<file path="src/rtl/jmp_pkg.sv">
// Shared function codes and default widths for the jump/return-address-stack unit.
package jmp_pkg;

  localparam int DEF_DW        = 32;
  localparam int DEF_ALIGN     = 2;
  localparam int DEF_RAS_DEPTH = 8;
  localparam int DEF_FCT_W     = 3;

  typedef enum logic [2:0] {
    JMP           = 3'd0,
    JSR           = 3'd1,
    JSR_COROUTINE = 3'd2,
    RET           = 3'd3
  } fct_e;

endpackage

</file>
<file path="src/rtl/jmp_ras_unit_if.sv">
// Operation-in / result-out handshake bundle between the EXU issue side and the jump unit.
interface jmp_ras_unit_if
  import jmp_pkg::*;
#(
  parameter int DW    = DEF_DW,
  parameter int FCT_W = DEF_FCT_W
);
  logic             in_valid;
  logic             in_ready;
  logic [FCT_W-1:0] fct;
  logic [DW-1:0]    op1;
  logic [DW-1:0]    op2;
  logic             out_valid;
  logic             out_ready;
  logic [DW-1:0]    res_data;
  logic [DW-1:0]    res_adr;
  logic             mispredict;
  logic             ras_empty;

  modport master (
    output in_valid, fct, op1, op2, out_ready,
    input  in_ready, out_valid, res_data, res_adr, mispredict, ras_empty
  );

  modport slave (
    input  in_valid, fct, op1, op2, out_ready,
    output in_ready, out_valid, res_data, res_adr, mispredict, ras_empty
  );
endinterface

</file>
<file path="src/rtl/jmp_ras.sv">
// Circular return-address stack; push at full overwrites the oldest entry, pop on empty is ignored.
// Updates take effect on the next clock edge; flush wins over any push/pop/replace.
module jmp_ras #(
  parameter int DW    = 32,
  parameter int DEPTH = 8
) (
  input  logic          clk,
  input  logic          reset,
  input  logic          flush,
  input  logic          push,
  input  logic          pop,
  input  logic          replace,
  input  logic [DW-1:0] din,
  output logic [DW-1:0] top,
  output logic          empty
);
  localparam int PW = $clog2(DEPTH);

  logic [DW-1:0] mem [DEPTH];
  logic [PW-1:0] topPtr;
  logic [PW:0]   count;
  logic          doPush;
  logic          doPop;
  logic          doRepl;

  assign empty  = (count == '0);
  assign top    = mem[topPtr];
  // Replacing the top of an empty stack degenerates into a push.
  assign doPush = !flush && (push || (replace && empty));
  assign doRepl = !flush && replace && !empty;
  assign doPop  = !flush && pop && !empty;

  always_ff @(posedge clk or posedge reset) begin
    if (reset) begin
      topPtr <= '0;
      count  <= '0;
    end else if (flush) begin
      topPtr <= '0;
      count  <= '0;
    end else if (doPush) begin
      topPtr <= topPtr + PW'(1);
      if (count != (PW+1)'(DEPTH)) count <= count + (PW+1)'(1);
    end else if (doPop) begin
      topPtr <= topPtr - PW'(1);
      count  <= count - (PW+1)'(1);
    end
  end

  // Entries are never reset; count alone decides what is valid.
  always_ff @(posedge clk) begin
    if (doPush)      mem[topPtr + PW'(1)] <= din;
    else if (doRepl) mem[topPtr]          <= din;
  end
endmodule

</file>
<file path="src/rtl/jmp_ras_unit.sv">
// Jump target / link computation with RET prediction via a return-address stack; latency 1.
// One-entry output register: in_ready drops only while a result is held and out_ready is low.
module jmp_ras_unit
  import jmp_pkg::*;
#(
  parameter int DW        = DEF_DW,
  parameter int ALIGN     = DEF_ALIGN,
  parameter int RAS_DEPTH = DEF_RAS_DEPTH,
  parameter int FCT_W     = DEF_FCT_W
) (
  input  logic           clk,
  input  logic           reset,
  input  logic           flush,
  jmp_ras_unit_if.slave  bus
);
  localparam logic [DW-1:0] ALIGN_MASK = ~((DW'(1) << ALIGN) - DW'(1));

  logic          outValid;
  logic [DW-1:0] resData;
  logic [DW-1:0] resAdr;
  logic          resMisp;
  logic          inReady;
  logic          accept;
  logic [DW-1:0] tgt;
  logic [DW-1:0] rasTop;
  logic          rasEmpty;
  logic          rasPush;
  logic          rasPop;
  logic          rasRepl;
  logic [DW-1:0] nxtData;
  logic [DW-1:0] nxtAdr;
  logic          nxtMisp;

  assign inReady = !outValid || bus.out_ready;
  assign accept  = bus.in_valid && inReady;
  assign tgt     = bus.op2 & ALIGN_MASK;

  always_comb begin
    nxtData = '0;
    nxtAdr  = '0;
    nxtMisp = 1'b0;
    rasPush = 1'b0;
    rasPop  = 1'b0;
    rasRepl = 1'b0;
    case (bus.fct)
      FCT_W'(JMP): nxtAdr = tgt;
      FCT_W'(JSR): begin
        nxtAdr  = tgt;
        nxtData = bus.op1;
        rasPush = accept;
      end
      FCT_W'(JSR_COROUTINE): begin
        nxtAdr  = tgt;
        nxtData = bus.op1;
        rasRepl = accept;
      end
      FCT_W'(RET): begin
        nxtAdr  = tgt;
        nxtMisp = rasEmpty || (rasTop != tgt);
        rasPop  = accept;
      end
      default: ;
    endcase
  end

  jmp_ras #(.DW(DW), .DEPTH(RAS_DEPTH)) u_ras (
    .clk     (clk),
    .reset   (reset),
    .flush   (flush),
    .push    (rasPush),
    .pop     (rasPop),
    .replace (rasRepl),
    .din     (bus.op1),
    .top     (rasTop),
    .empty   (rasEmpty)
  );

  always_ff @(posedge clk or posedge reset) begin
    if (reset) begin
      outValid <= 1'b0;
      resData  <= '0;
      resAdr   <= '0;
      resMisp  <= 1'b0;
    end else if (flush) begin
      outValid <= 1'b0;
    end else if (accept) begin
      outValid <= 1'b1;
      resData  <= nxtData;
      resAdr   <= nxtAdr;
      resMisp  <= nxtMisp;
    end else if (bus.out_ready) begin
      outValid <= 1'b0;
    end
  end

  assign bus.in_ready   = inReady;
  assign bus.out_valid  = outValid;
  assign bus.res_data   = resData;
  assign bus.res_adr    = resAdr;
  assign bus.mispredict = resMisp;
  assign bus.ras_empty  = rasEmpty;
endmodule
</file>
<file path="src/flat_wrapper.sv">
// flat-port wrapper written by rule: the top's interface ports become plain ports
module jmp_ras_unit_flat import jmp_pkg::*;
#(
  parameter int DW        = DEF_DW,
  parameter int ALIGN     = DEF_ALIGN,
  parameter int RAS_DEPTH = DEF_RAS_DEPTH,
  parameter int FCT_W     = DEF_FCT_W
)
  (clk, reset, flush, bus_in_valid, bus_fct, bus_op1, bus_op2, bus_out_ready, bus_in_ready, bus_out_valid, bus_res_data, bus_res_adr, bus_mispredict, bus_ras_empty);
  jmp_ras_unit_if #(.DW(DW), .FCT_W(FCT_W)) bus_i ();
  input  logic clk;
  input  logic reset;
  input  logic flush;
  input wire logic [$bits(bus_i.in_valid)-1:0] bus_in_valid;
  input wire logic [$bits(bus_i.fct)-1:0] bus_fct;
  input wire logic [$bits(bus_i.op1)-1:0] bus_op1;
  input wire logic [$bits(bus_i.op2)-1:0] bus_op2;
  input wire logic [$bits(bus_i.out_ready)-1:0] bus_out_ready;
  output wire logic [$bits(bus_i.in_ready)-1:0] bus_in_ready;
  output wire logic [$bits(bus_i.out_valid)-1:0] bus_out_valid;
  output wire logic [$bits(bus_i.res_data)-1:0] bus_res_data;
  output wire logic [$bits(bus_i.res_adr)-1:0] bus_res_adr;
  output wire logic [$bits(bus_i.mispredict)-1:0] bus_mispredict;
  output wire logic [$bits(bus_i.ras_empty)-1:0] bus_ras_empty;
  assign bus_i.in_valid = bus_in_valid;
  assign bus_i.fct = bus_fct;
  assign bus_i.op1 = bus_op1;
  assign bus_i.op2 = bus_op2;
  assign bus_i.out_ready = bus_out_ready;
  assign bus_in_ready = bus_i.in_ready;
  assign bus_out_valid = bus_i.out_valid;
  assign bus_res_data = bus_i.res_data;
  assign bus_res_adr = bus_i.res_adr;
  assign bus_mispredict = bus_i.mispredict;
  assign bus_ras_empty = bus_i.ras_empty;
  jmp_ras_unit #(.DW(DW), .ALIGN(ALIGN), .RAS_DEPTH(RAS_DEPTH), .FCT_W(FCT_W)) u_core (.clk(clk), .reset(reset), .flush(flush), .bus(bus_i));
endmodule
</file>
<file path="config.mk">
export PLATFORM = sky130hd
export DESIGN_NAME = jmp_ras_unit_flat
export DESIGN_NICKNAME = d
export VERILOG_FILES = /design/src/rtl/jmp_pkg.sv /design/src/rtl/jmp_ras_unit_if.sv /design/src/rtl/jmp_ras.sv /design/src/rtl/jmp_ras_unit.sv /design/src/flat_wrapper.sv
export SDC_FILE = /design/constraint.sdc
export NUM_CORES = 1
export LEC_CHECK = 0
export CAP_MARGIN = 20
export CORE_AREA = 2 2 158 160
export DETAILED_ROUTE_END_ITERATION = 8
export DIE_AREA = 0 0 160 162
export PLACE_DENSITY = 0.8
export SYNTH_ARGS = -nofsm -noshare
export SYNTH_HDL_FRONTEND = slang
export SYNTH_SLANG_ARGS = --single-unit
export TNS_END_PERCENT = 30
</file>
<file path="constraint.sdc">
create_clock -name clk -period 5.75 [get_ports clk]
set_clock_uncertainty 0.05 [all_clocks]
set_input_delay 0.575 -clock clk [delete_from_list [all_inputs] [get_ports clk]]
set_output_delay 0.575 -clock clk [all_outputs]
set_load 0.01 [all_outputs]
</file>
* Word-level counts from Yosys, hierarchy flattened
Memories as Yosys holds them, arrays and structs flattened.
Cells that the tools add are included.
** Cells by class
- Equality and inequality tests :: 6
- Mux-type cells :: 24
- Bitwise logic cells :: 1
- Add/subtract/negate cells :: 4
- Reduce and logical (&&, ||, !) cells :: 22
** Operator list (count)
- two-way mux 32 bit :: 3
- != test 32 bit :: 1
- OR reduction 32 bit :: 1
- two-way mux 4 bit :: 4
- two-way mux 1 bit :: 13
- two-way mux 3 bit :: 4
- logical AND 1 bit :: 7
- == test 3 x 2 -> 1 bit (second input constant) :: 2
- nonzero test 3 bit :: 2
- adder 4 x 1 -> 4 bit (second input constant) :: 1
- zero test 4 bit :: 1
- != test 4 bit (second input constant) :: 1
- AND reduction 2 bit :: 2
- OR reduction 4 bit :: 1
- subtractor 4 x 1 -> 4 bit (second input constant) :: 1
- adder 3 x 1 -> 3 bit (second input constant) :: 1
- == test 3 x 1 -> 1 bit (second input constant) :: 1
- zero test 1 bit :: 3
- zero test 3 bit :: 1
- logical OR 1 bit :: 3
- != test 3 x 2 -> 1 bit (second input constant) :: 1
- subtractor 3 x 1 -> 3 bit (second input constant) :: 1
- OR reduction 2 bit :: 1
- inverter 1 bit :: 1
** Storage, ports and cells
- RAM bits :: 256
- Memories :: 1
- Output and inout bits :: 68
- Flip-flop bits (word level) :: 73
** Memories
- u_core.u_ras.mem :: depth 8, bits a word 32, read ports 1, clocked after memory_dff 0, wr ports 1, RTL line jmp_ras.sv:19 : logic [DW-1:0] mem [DEPTH];

* Logic depth before layout (Yosys ltp)
- Word-level depth :: 11
- Depth in mapped cells :: 10

* Modules after synthesis
Synthesis repeated with hierarchy kept, for this count alone.
** Unflattened totals
- Cell total of the unflattened synthesis :: 732
- Area total of the unflattened synthesis :: 13335.3 um2
** Modules (own cells, without submodules)
- jmp_ras :: instances 1, area an instance 10381.2 um2, cells each 471
- jmp_ras_unit :: instances 1, area an instance 2954.1 um2, cells each 261

* Least setup slack after synthesis
No wires, ideal clock.
- Path kind :: input-to-reg
- Start :: input port bus_out_ready
- End :: memory u_core.u_ras.mem[6][0] (enable)
- Path slack :: 1875 ps
- Data arrival time :: 3403 ps
- Cell stages on the path :: 7
- Path through :: nand2b_1 > nand3b_4 > or3b_1 > or3_4 > mux2i_1 > nand2b_1 > nor2_1
** On the way
- Cells in the longest elaborated chain, start to end :: 10
** RTL lines
- start, declared :: RTL line flat_wrapper.sv:18 : input wire logic [$bits(bus_i.out_ready)-1:0] bus_out_ready;
- logical OR 1 bit (*) :: RTL line jmp_ras_unit.sv:34 : assign inReady = !outValid || bus.out_ready;
- logical AND 1 bit (*) :: RTL line jmp_ras_unit.sv:35 : assign accept = bus.in_valid && inReady;
- two-way mux 1 bit :: RTL line jmp_ras_unit.sv:45 : case (bus.fct)
- logical AND 1 bit, on equally long branches :: RTL line jmp_ras.sv:30, jmp_ras.sv:29
- logical AND 1 bit / logical OR 1 bit (equally long branches) :: RTL line jmp_ras.sv:30, jmp_ras.sv:29
- two-way mux 1 bit / logical AND 1 bit (equally long branches) :: RTL line jmp_ras.sv:52, jmp_ras.sv:29
- two-way mux 1 bit :: RTL line jmp_ras.sv:51 : if (doPush) mem[topPtr + PW'(1)] <= din;
- two-way mux 1 bit (not written as such) :: RTL line jmp_ras.sv:52 : else if (doRepl) mem[topPtr] <= din;
- OR reduction 32 bit (no line)
- two-way mux 3 bit (no line) / two-way mux 1 bit (equally long branches)
- end, declared :: RTL line jmp_ras.sv:19
Mark *: on every way between the ends. The rest lies on a longest branch, timed or not.

* Worst setup path after layout
- Start :: input port bus_fct[2]
- End :: memory u_core.u_ras.mem[0][1] (enable)
** On the way
- Cells in the longest elaborated chain, start to end :: 9
** RTL lines
- start, declared :: RTL line flat_wrapper.sv:15 : input wire logic [$bits(bus_i.fct)-1:0] bus_fct;
- == test 3 x 2 -> 1 bit :: RTL line jmp_ras_unit.sv:45
- two-way mux 1 bit :: RTL line jmp_ras_unit.sv:45
- logical AND 1 bit, on equally long branches :: RTL line jmp_ras.sv:30, jmp_ras.sv:29
- logical AND 1 bit / logical OR 1 bit (equally long branches) :: RTL line jmp_ras.sv:30, jmp_ras.sv:29
- two-way mux 1 bit / logical AND 1 bit (equally long branches) :: RTL line jmp_ras.sv:52, jmp_ras.sv:29
- two-way mux 1 bit :: RTL line jmp_ras.sv:51
- two-way mux 1 bit (not written as such) :: RTL line jmp_ras.sv:52
- OR reduction 32 bit (no line)
- two-way mux 3 bit (no line) / two-way mux 1 bit (equally long branches)
Parallel ways exist; a longest one is shown, timed or not.

==> summary.txt <==
Outcome
  • Outcome: finished, final reports clean

Synthesis
  • Sequential fraction of the synthesis area: 72.2%
  • Synth warn: 0
  • #FFs+latches synth: 327
  • Yosys top cell by area: edfxtp_1
  • Syn Area/Cell: around 18 sq um
  • Yosys cell types: 39
  • Netlist Area Pre-Place: around 13000 sq um
  • Cells after synthesis: 722
  • Most used DFF post-synth: edfxtp_1
  • Fraction of registers with async set or reset after synthesis: between 20% and 30%
  • Synth area leaders: edfxtp_1 59%, dfrtp_1 14%, mux4_2 8.1%, mux4_1 2.6%, mux2i_1 2.3%
  • Share of the synthesized area in the top cell type: between 50% and 60%
  • EDFF count, synth: 256

Setup path
  • Reg2reg setup slack: between 2000 and 2500 ps
  • Critical Path AT: 3930 ps
  • Critical Path Sink Type: flip-flop
  • Worst Setup Start Kind: primary input
  • RR Startpoint: u_core.u_ras.topPtr[0]$_DFFE_PP0P_
  • R2R cell count: 7
  • Worst path required time: between 5000 and 6000 ps
  • Top delay family on crit path: simple AND/OR/NAND/NOR gates
  • Critical-path cell list: clkdlybuf4s50_1 -> or3b_1 -> or3_4 -> mux2i_1 -> nand2_1 -> nor2_4 -> buf_4
  • CP max-delay cell: clkdlybuf4s50_1
  • WP buf/inv: 2
  • CP max stage delay: between 800 and 900 ps
  • Reg2reg end: u_core.u_ras.mem[0][1]$_DFFE_PP_
  • Critical path peak fanout: 34
  • Crit Path Class: in -> reg

CTS
  • Clock slew seen by the registers of the worst setup and hold paths: around 60 ps
  • Clock latency on the worst-skew pair: ~560 ps
  • Sink Count: 327
  • CTS tree: built
  • H-tree Lvls: 1
  • Worst-case clock buffer depth: 3
  • CTS Hold Bufs: 0
  • Post-CTS setup repair buffer count: 0
  • CTS root buffer: clkbuf_16
  • Clock buffer count from CTS: 30
  • PostCTS Resize Cnt: 0

Layout
  • Commonest cells after routing, fill and taps aside: 256 x edfxtp_1, 135 x clkdlybuf4s50_1, 68 x dfrtp_1, 50 x nand2_1, 47 x mux4_2
  • NumNets Final: roughly 940
  • Core Util, Final: 65.2%
  • ANT cells: 0
  • Layout area overhead: 19.9%
  • Fraction of layout cells with a size suffix above 1: between 10% and 20%
  • Most common cell after layout, fill and taps aside: edfxtp_1
  • Fillers: between 1.5k and 2k

STA
  • Pins Over Slew Limit: 0
  • Final setup violation count: 0
  • RSZ-0062 raised after global routing: no
  • Final worst path period need: between 3000 and 4000 ps
  • Maximum clock frequency: between 0.2 and 0.3 GHz
  • Fin crit share: about two thirds
  • Hold Violations, Final: 0
  • Setup Total Neg Slack: 0 ps
  • Slew @ Worst Pin: roughly 950 ps
  • Slew Limit Headroom: between 30% and 40%

Route
  • Router iterations before antenna repair: 5
  • Remaining DRCs: 0
  • Detailed Route WL: between 20000 and 30000 microns
  • Drt wl/cell: about 23 microns
  • DR vias/cell: 5.83
  • Post-route ant nets: 0
  • Iter 0 DRT Violations: 743
  • Via count: 7064

Power
  • Worst-case vdd ir drop: 229 uV
  • Pwr dens: approximately 340 nW/um^2
  • Leakage power: approximately 5.5 nW

Min path
  • Worst Hold Endpoint: u_core.bus.res_adr[27]$_DFFE_PP0P_
  • Hold Path Depth: 2
  • HP Class: reg -> reg
  • Min-delay src: u_core.bus.res_adr[27]$_DFFE_PP0P_

Placement
  • GPL Wtd Cong: 0.775
  • PortBufs: 135
  • Detail Placement HPWL: 16900 microns

Die
  • Die Area: 25900 sq um
  • Die width: about 160 microns
  • Die extent in y: around 160 microns
  • IO Pins: 140
  • Starting Density: 54.3%
  • Core area: approximately 24000 sq um
  • Standard-cell row count: 57

Global route
  • Largest net degree at the start of global routing: 97
  • Vias in the first global route: 7236
  • Antenna violations before repair: 0
  • Total grt overflow: 0
  • Tot GR Track Use: approximately 22%
  • First-pass GRT wire length: approximately 43000 microns

Flow run
  • Max_cap viols: 0
cell families after synthesis:
group           synth area share, %
flops                          72.2
simple gates                   4.95
compound gates                 4.69
mux                            13.0
buf+inv                        2.24
xor+xnor                       2.34
fa+ha+maj                     0.535
other cells                  0.0286
sequential cells by signal, indices dropped and copies added, names as in the netlist:
signal,count
u_core.u_ras.topPtr,3
u_core.bus.res_data,32
u_core.u_ras.count,4
u_core.u_ras.mem,256
u_core.bus.res_adr,30
u_core.bus.mispredict,1
u_core.bus.out_valid,1
per-stage QoR:
step	hold WS, ps	instances	power [mW]	setup WS (ps)	cell area (sq um)
2_1_floorplan	466	723	3.23	1880	13100
6_report	431	1212	5.42	2010	15700
3_5_place_dp	421	1159	3.53	1450	14800
4_1_cts	436	1212	5.45	2010	15700
3_3_place_gp	411	1159	3.52	1450	14800
5_1_grt	459	1212	5.60	1750	15700
per-layer routing:
metal	wire (microns)	vias up	track usage, %
li1	-	3113	-
met1	12200	3594	31.5
met2	13200	306	35.2
met3	2050	51	4.47
met4	656	0	5.57
met5	0	-	0
area by class of cell:
class	instances	area [sq um]	area share [%]
clock buffers	43	851	5.41
clock inverters	10	104	0.661
inverters	7	27.5	0.175
multi-input cells	351	3390	21.6
flip-flops and latches	327	9470	60.3
well taps	324	405	2.58
repair buffers	150	1460	9.32
report_power, final:
part | internal (mW) | leakage, nW | total, mW | switching (mW)
Combinational | 0.385 | 1.78 | 0.782 | 0.397
Sequential | 2.63 | 3.24 | 2.70 | 0.0693
Clock | 1.11 | 0.471 | 1.93 | 0.820
Total | 4.13 | 5.50 | 5.42 | 1.29
worst max-delay path by stage:
stage	startpoint	to	slack, ps	cells past startpoint
global placement	bus_fct[2]	u_core.u_ras.mem[0][4]$_DFFE_PP_	1450	7
CTS	bus_fct[2]	u_core.u_ras.mem[0][1]$_DFFE_PP_	2010	7
detailed placement	bus_fct[2]	u_core.u_ras.mem[0][9]$_DFFE_PP_	1450	7
finish	bus_fct[2]	u_core.u_ras.mem[0][1]$_DFFE_PP_	2010	7
global route	bus_fct[2]	u_core.u_ras.mem[0][1]$_DFFE_PP_	1750	7
floorplan	bus_out_ready	u_core.u_ras.mem[6][0]$_DFFE_PP_	1880	7
synthesized netlist by cell type (5+ instances only):
master and count:
a21oi_1 11, nand2_1 50, nor3_1 10, xnor2_1 8, xor2_1 27, a22o_1 32
nand4_1 6, clkbuf_1 18, nor2_1 17, buf_2 5, dfrtp_1 71, mux2i_1 30
edfxtp_1 256, mux4_2 47, o21ai_0 36, buf_6 10, inv_1 5, mux4_1 13
nand2b_1 33
worst reg2reg max path, delay by kind of cell, from the launching register on:
| kind | cells | cell delay [ps] |
|---|---|---|
| AOI/OAI and AO/OA | 1 | 140 |
| xor gates and xnor gates | 1 | 120 |
| adders and majority gates | 1 | 340 |
| buffers and inverters | 2 | 1010 |
| DFF | 1 | 740 |
| and+or+nand+nor | 2 | 840 |
No activity file was read; power rests on OpenSTA's default activity.
